$ cat src/rtl/alu_sequencer.sv
// alu_sequencer: steps an external ALU through operand loads from switches using a
// debounced advance button, then captures the ALU result and flags for display.
//
// Flow: LOAD_A --press--> LOAD_B --press--> EXEC --(1 cycle)--> SHOW --press--> LOAD_A
// The raw button is synchronised, debounced and edge-detected. Only a 0->1 change of
// the debounced level creates a press.

module alu_sequencer #(
    parameter int unsigned M   = 4,  // operand and result width
    parameter int unsigned DEB = 4   // stable cycles needed to accept a level change (1..255)
) (
    input  logic         clk,
    input  logic         rst,        // synchronous, active low
    input  logic [M-1:0] SW,
    input  logic         BTN,
    output logic [M-1:0] A,
    output logic [M-1:0] B,
    input  logic [M-1:0] R_IN,
    input  logic         C_IN,
    input  logic         N_IN,
    input  logic         V_IN,
    input  logic         Z_IN,
    output logic [M-1:0] R,
    output logic         C,
    output logic         N,
    output logic         V,
    output logic         Z,
    output logic         VALID,
    output logic [1:0]   STATE
);

    typedef enum logic [1:0] {
        StLoadA = 2'b00,
        StLoadB = 2'b01,
        StExec  = 2'b10,
        StShow  = 2'b11
    } state_t;

    // Terminal count for both debounce counters: DEB stable cycles counted as 0..DEB-1.
    localparam logic [7:0] DebMax = 8'(DEB - 1);

    // ------------------------------------------------------------------
    // Button conditioning
    // ------------------------------------------------------------------
    logic       r_sync1;
    logic       r_sync2;
    logic       r_deb;        // debounced button level
    logic       r_deb_prev;   // debounced level one cycle ago, for rise detection
    logic [7:0] r_cnt;        // cycles the synchronised level has differed from r_deb
    logic       r_block;      // set by reset until the button is seen stably released
    logic [7:0] r_arm_cnt;    // stable-low cycles seen while blocked
    logic       w_press;

    // Two-flop synchroniser; nothing else ever looks at the raw BTN pin.
    always_ff @(posedge clk) begin
        if (!rst) begin
            r_sync1 <= 1'b0;
            r_sync2 <= 1'b0;
        end else begin
            r_sync1 <= BTN;
            r_sync2 <= r_sync1;
        end
    end

    // Debounce: accept a new level only after DEB consecutive differing cycles.
    always_ff @(posedge clk) begin
        if (!rst) begin
            r_deb      <= 1'b0;
            r_deb_prev <= 1'b0;
            r_cnt      <= '0;
        end else begin
            r_deb_prev <= r_deb;
            if (r_sync2 != r_deb) begin
                if (r_cnt == DebMax) begin
                    r_deb <= r_sync2;
                    r_cnt <= '0;
                end else begin
                    r_cnt <= r_cnt + 8'd1;
                end
            end else begin
                // Any excursion shorter than DEB restarts the count.
                r_cnt <= '0;
            end
        end
    end

    // Post-reset lockout: a button held through reset must be released (stably low for
    // DEB cycles) before any press is honoured.
    always_ff @(posedge clk) begin
        if (!rst) begin
            r_block   <= 1'b1;
            r_arm_cnt <= '0;
        end else if (r_block) begin
            if (!r_sync2 && !r_deb) begin
                if (r_arm_cnt == DebMax) begin
                    r_block   <= 1'b0;
                    r_arm_cnt <= '0;
                end else begin
                    r_arm_cnt <= r_arm_cnt + 8'd1;
                end
            end else begin
                r_arm_cnt <= '0;
            end
        end
    end

    // One-cycle press pulse in the first cycle the debounced level reads high.
    assign w_press = r_deb & ~r_deb_prev & ~r_block;

    // ------------------------------------------------------------------
    // Sequencer FSM and datapath registers
    // ------------------------------------------------------------------
    state_t       r_state;
    state_t       w_state_next;
    logic [M-1:0] r_a;
    logic [M-1:0] w_a_next;
    logic [M-1:0] r_b;
    logic [M-1:0] w_b_next;
    logic [M-1:0] r_r;
    logic [M-1:0] w_r_next;
    logic [3:0]   r_flags;    // {C, N, V, Z}
    logic [3:0]   w_flags_next;
    logic         r_valid;
    logic         w_valid_next;

    // State and datapath registers; reset wins over everything, including EXEC.
    always_ff @(posedge clk) begin
        if (!rst) begin
            r_state <= StLoadA;
            r_a     <= '0;
            r_b     <= '0;
            r_r     <= '0;
            r_flags <= '0;
            r_valid <= 1'b0;
        end else begin
            r_state <= w_state_next;
            r_a     <= w_a_next;
            r_b     <= w_b_next;
            r_r     <= w_r_next;
            r_flags <= w_flags_next;
            r_valid <= w_valid_next;
        end
    end

    // Next-state and register updates; everything holds unless a press or EXEC acts.
    always_comb begin
        w_state_next = r_state;
        w_a_next     = r_a;
        w_b_next     = r_b;
        w_r_next     = r_r;
        w_flags_next = r_flags;
        w_valid_next = r_valid;
        case (r_state)
            StLoadA: begin
                if (w_press) begin
                    w_a_next     = SW;
                    w_state_next = StLoadB;
                end
            end
            StLoadB: begin
                if (w_press) begin
                    w_b_next     = SW;
                    w_state_next = StExec;
                end
            end
            StExec: begin
                // A press landing here is dropped, never queued.
                w_r_next     = R_IN;
                w_flags_next = {C_IN, N_IN, V_IN, Z_IN};
                w_valid_next = 1'b1;
                w_state_next = StShow;
            end
            StShow: begin
                if (w_press) begin
                    w_valid_next = 1'b0;
                    w_state_next = StLoadA;
                end
            end
            default: begin
                w_state_next = StLoadA;
            end
        endcase
    end

    assign A     = r_a;
    assign B     = r_b;
    assign R     = r_r;
    assign C     = r_flags[3];
    assign N     = r_flags[2];
    assign V     = r_flags[1];
    assign Z     = r_flags[0];
    assign VALID = r_valid;
    assign STATE = r_state;

endmodule
$ cat config.mk
export PLATFORM = sky130hd
export DESIGN_NAME = alu_sequencer
export DESIGN_NICKNAME = d
export VERILOG_FILES = /design/src/rtl/alu_sequencer.sv
export SDC_FILE = /design/constraint.sdc
export NUM_CORES = 1
export LEC_CHECK = 0
export BUFFER_PORTS_ARGS = -buffer_cell sky130_fd_sc_hd__buf_2
export CAP_MARGIN = 30
export CORE_AREA = 2 2 64 66
export CTS_BUF_LIST = sky130_fd_sc_hd__clkbuf_16
export DETAILED_ROUTE_END_ITERATION = 7
export DIE_AREA = 0 0 66 68
export MAX_ROUTING_LAYER = met4
export PLACE_DENSITY = 0.79
export SLEW_MARGIN = 30
export SYNTH_ARGS = -nofsm -noshare
export SYNTH_HDL_FRONTEND = slang
export SYNTH_SLANG_ARGS = --single-unit
export TNS_END_PERCENT = 50
$ cat constraint.sdc
create_clock -name clk -period 1.8 [get_ports clk]
set_clock_uncertainty 0.1 [all_clocks]
set_input_delay 0.36 -clock clk [delete_from_list [all_inputs] [get_ports clk]]
set_output_delay 0.36 -clock clk [all_outputs]
set_load 0.05 [all_outputs]
* Yosys cells after proc, flatten, opt, wreduce, memory -nomap -nowiden *
Index checks and enable logic that the tools add are counted.

word-level totals
  register bits = 40
  word-level logic and storage cells = 52

cells by class
  reduce and logical (&&, ||, !) cells = 11
  multiplexer cells = 11
  equal/unequal tests = 9
  bitwise operators = 6
  $add $sub $neg = 2

operators by type and width
  kind                 count
  $add 8x1->8 const B  2
  $eq 8x2->1 const B   2
  $mux 8               2
  $pmux 2 s4           1
  $reduce_and 2->1     4
  $mux 2               3
  $ne 2x2->1 const B   3
  $eq 2x2->1 const B   2
  $mux 1               4
  $not 1->1            4
  $reduce_and 3->1     1
  $reduce_or 3->1      1
  $and 1x1->1          2
  $eq 2x1->1 const B   1
  $logic_not 1->1      2
  $logic_not 2->1      1
  $pmux 1 s2           1
  $reduce_bool 2->1    1
  $logic_and 1x1->1    1
  $ne 1x1->1           1

* Logic depth before layout (Yosys ltp) *
  depth after elaboration = 5
  gate-level depth with buffers = 6

* Worst setup path before layout *
No wires, ideal clock.

  path type = reg2reg
  start = register r_state[0] (netlist: STATE[0])
  end = register r_valid (netlist: VALID)
  cell stages (with the launch flop) = 7
  arrival time = 1.516 ns
  setup time = 0.128 ns
  path buffers = 1
  data required time = 1.572 ns
  path slack = 0.057 ns
  path through = dfxtp_1 -> inv_1 -> ha_1 -> buf_2 -> nor2b_1 -> a21oi_1 -> nor2_1

between the ends
  word-level cells in the longest chain between the ends = 3
  elaborated cells on any way between the ends = 6
  classes of those cells = eq/ne (3); mux (1); reduce/logical (2)

ends and longest elaborated chain
  element                                                           line  source
  start, declared                                                   113   state_t r_state;
  start signal, assigned                                            129   r_state <= StLoadA;
  start signal, assigned                                            136   r_state <= w_state_next;
  $eq 2x2->1                                                        153   case (r_state)
  $ne 2x2->1 (no source line) or $reduce_bool 2->1 (tied branches)  -
  $reduce_and 2->1 (no source line)                                 -
  end signal, assigned                                              141   r_valid <= w_valid_next;
  end, declared                                                     123   logic r_valid;

Parallel ways exist; a longest one is shown, timed or not.
A chain may end at the register's enable or synchronous reset.

* Worst setup path after layout *
  start = register r_deb
  end = register r_arm_cnt[6]

between the ends
  word-level cells in the longest chain between the ends = 3

ends and longest elaborated chain
  element                 line  source
  start, declared         47    logic r_deb;
  start signal, assigned  75    r_deb <= r_sync2;
  $logic_not 1->1         94    if (!r_sync2 && !r_deb) begin
  $logic_and 1x1->1       94
  $mux 8                  94
  end signal, assigned    99    r_arm_cnt <= r_arm_cnt + 8'd1;
  end, declared           51    logic [7:0] r_arm_cnt;

Every way passes these cells.

==> impl_metrics.py <==
metrics = {
    "run_status": {
        "status": "finished clean",
    },
    "die": {
        "floorplan.initialDensity_pct": 44.87,
        "die_w_um": 66,
        "ios": 34,
        "core_mm2": 0.003856,
        "die_height_um": 68,
        "rows": 23,
        "die-area_mm2": 0.004488,
    },
    "synth": {
        "synth_seq_area_share_pct": 46.28,
        "ys_seq_elements": 40,
        "syn_nets": 206,
        "syn_area_mm2": 0.001730,
        "yosys.area.top_type": "dfxtp_1",
        "yosysUniqueCellTypes": 36,
        "netlist_top_cells_area": "dfxtp_1 (46%), mux2i_1 (11%), nor2_1 (7.6%)",
        "syn_avg_cell_area_um2": 9.508,
        "synthCells": 182,
        "yosysTopAreaCellShare_pct": 46.28,
        "ys_warn_count": 0,
    },
    "clocking": {
        "cts_sinks": 40,
        "cts.repair.resized": 0,
        "clk_pin_slew_ns": 0.06,
        "post-cts-setup-buffer-count": 0,
        "cts-buffers-inserted": 5,
        "root_buffer": "clkbuf_16",
        "insertion_delay_ns": 0.28,
        "holdBufCountCts": 0,
        "clk_path_buf_depth": 2,
        "h-tree-depth": 2,
        "cts_tree": "done",
    },
    "power": {
        "pwr-share-comb_pct": 9.0,
        "clock_power_share_pct": 42.6,
        "power_switching_w": 0.0004591,
        "max-vdd-ir-drop_v": 0.0005027,
        "power.leakage_nw": 0.8714,
        "internal_power_w": 0.001474,
        "p_seq_share_pct": 48.3,
        "p_per_area_mw_per_mm2": 940.5,
        "switching_share_pct": 23.75,
    },
    "setup_path": {
        "cp-end-kind": "register",
        "r2r_end": "r_arm_cnt[6]",
        "cp_data_required_time_ns": 1.91,
        "criticalPathCategory": "register to register",
        "worstPathCellList": "inv_1 > ha_1 > nand2_1 > a211oi_2 > o21ai_1 > a31oi_1",
        "worstSetupStartpointType": "register",
        "arrival_ns": 1.73,
        "reg2reg_depth": 6,
        "worstPathMaxFanout": 6,
        "crit_slowest_cell": "a211oi_2",
        "slowest_delay_ns": 0.44,
        "timing.rr.start": "r_deb",
        "reg2reg_slack_ns": 0.18,
    },
    "min_path": {
        "min_from": "BTN",
        "min_path_type": "input port to register",
        "hold_path_depth": 2,
        "min_to": "r_sync1",
    },
    "sta": {
        "fmax_mhz": 618.6,
        "fin_crit_ns": 1.617,
        "fin_crit_sh_pct": 89.81,
        "relSlewSlack_pct": 65.70,
        "drv_slew": 0,
        "finalSetupViolCount": 0,
        "hold_viol": 0,
        "rsz0062_at_grt": "false",
        "worstMarginPinSlew_ns": 0.5145,
        "fin_ws_ns": 0.1835,
        "timing.setup.tns_ns": 0,
        "whs_ns": 0.1919,
    },
    "global_route": {
        "grt_pass1_wl_um": 5071,
        "antenna_found_initial": 0,
        "grt_pass1_vias": 1140,
        "grt.total_usage_pct": 15.78,
        "overflow": 0,
        "grt_start_max_net_pins": 28,
    },
    "layout": {
        "drive_above_1_share_pct": 20.28,
        "syn2layout_area_growth_pct": 18.80,
        "nets": 240,
        "utilization_pct": 53.31,
        "antenna_cells": 0,
    },
    "detailed_routing": {
        "wl_um": 3048,
        "routedWlPerCell_um": 11.42,
        "drt-pass1-iter-count": 4,
        "drt_iter0_markers": 114,
        "routed_via_density": 4.948,
        "via_count": 1321,
        "drc": 0,
        "ant_nets": 0,
    },
    "place": {
        "port_buffers": 33,
        "place_ws_ns": 0.2329,
        "dp_hpwl_um": 2112,
        "gp_congestion": 0.8439,
    },
    "flow_run": {
        "drv_cap": 0,
    },
}
cell usage after synthesis:
cell type / n
o21ai_1: 2
buf_6: 1
o21ai_0: 1
nor3_1: 3
inv_1: 7
nand2_1: 7
a31oi_1: 2
inv_4: 1
mux2_2: 1
o21a_1: 1
nor4_1: 1
clkbuf_1: 2
buf_4: 2
and2_1: 5
a211oi_1: 1
buf_2: 1
nor2_1: 35
nor3b_2: 1
a21boi_0: 1
nor3_2: 1
nand4_1: 3
nand3_1: 10
or3_1: 2
a22o_1: 1
a211oi_2: 1
xor2_1: 5
xnor2_1: 2
a21o_1: 1
a21oi_1: 7
dfxtp_1: 40
nand2b_1: 1
nor4b_4: 1
mux2i_1: 19
ha_1: 9
nor2b_1: 2
and3_1: 2
metrics by stage:
step / total power, W / instances / cell area [µm²]
6_report: 0.001933 / 267 / 2056
2_1_floorplan: 0.001082 / 182 / 1730
5_1_grt: 0.002026 / 267 / 2056
3_3_place_gp: 0.001125 / 259 / 1919
4_1_cts: 0.001953 / 267 / 2056
3_5_place_dp: 0.001129 / 259 / 1919
cell usage in the layout, fill, tap and decap left out, types with 5 or more instances in the layout:
cell type / synthesis / final
a21oi_1: 7 / 7
and2_1: 5 / 5
buf_2: 1 / 33
clkbuf_16: 0 / 5
dfxtp_1: 40 / 40
ha_1: 9 / 9
inv_1: 7 / 9
mux2i_1: 19 / 19
nand2_1: 7 / 7
nand3_1: 10 / 10
nor2_1: 35 / 35
xor2_1: 5 / 5
worst max path at each step:
stage	startpoint	to	slack, ns	depth (start not counted)
after floorplan	STATE[0]	VALID	0.06	6
after global placement	r_arm_cnt[0]	r_arm_cnt[5]	0.28	5
after detailed placement	r_deb	r_arm_cnt[7]	0.23	6
after CTS	r_deb	r_arm_cnt[6]	0.19	6
after global routing	r_deb	r_arm_cnt[6]	0.02	6
final	r_deb	r_arm_cnt[6]	0.18	6
layer usage:
metal | routed length, µm | part of all wire, % | track usage [%]
met1 | 1387 | 46 | 19.14
met5 | 0 | 0 | -
met3 | 162 | 5.3 | 6.414
met2 | 1447 | 47 | 23.61
met4 | 51 | 1.7 | 6.122
registers in the layout, indices dropped and copies added, names as in the netlist:
signal and flops:
A 4, r_block 1, r_cnt 8, B 4, r_deb 1, r_sync2 1
R 4, r_arm_cnt 8, r_sync1 1, r_flags 4, r_deb_prev 1, STATE 2
VALID 1
layout make-up:
class,count,area (µm²)
clock buffers,5,125.1
multi-input cells,128,858.3
fillers,375,1800
inverters,8,32.53
repair buffers,33,165.2
clock inverters,3,11.26
well taps,50,62.56
flip-flops and latches,40,800.8
power groups by stage:
stage                     combinational [W]  clock [W]  sequential (W)
after detailed placement           0.000175          0        0.000954
after global placement             0.000172          0        0.000953
after floorplan                    0.000109          0        0.000973
after CTS                          0.000177   0.000841        0.000935
after global routing               0.000199   0.000888        0.000939
final                              0.000175   0.000824        0.000935
critical path, delay by kind of cell (launching register included):
kind | cells | cell delay, ns
AO/OA/AOI/OAI | 3 | 0.73
adder cells (fa/ha/maj) | 1 | 0.20
buffers and inverters | 1 | 0.08
flip-flops | 1 | 0.32
AND/OR/NAND/NOR | 1 | 0.11
kinds of logic (layout without fill, tap and decap cells):
family	count (synthesis)	in the layout	share of synthesized area, %
buffers and inverters	14	49	4.122
multiplexers	20	20	11.64
adder cells (fa/ha/maj)	9	9	6.508
XOR/XNOR	7	7	3.543
flip-flops	40	40	46.28
AND/OR/NAND/NOR	74	74	21.33
AO/OA/AOI/OAI	18	18	6.580
(Power assumes the default switching activity.)
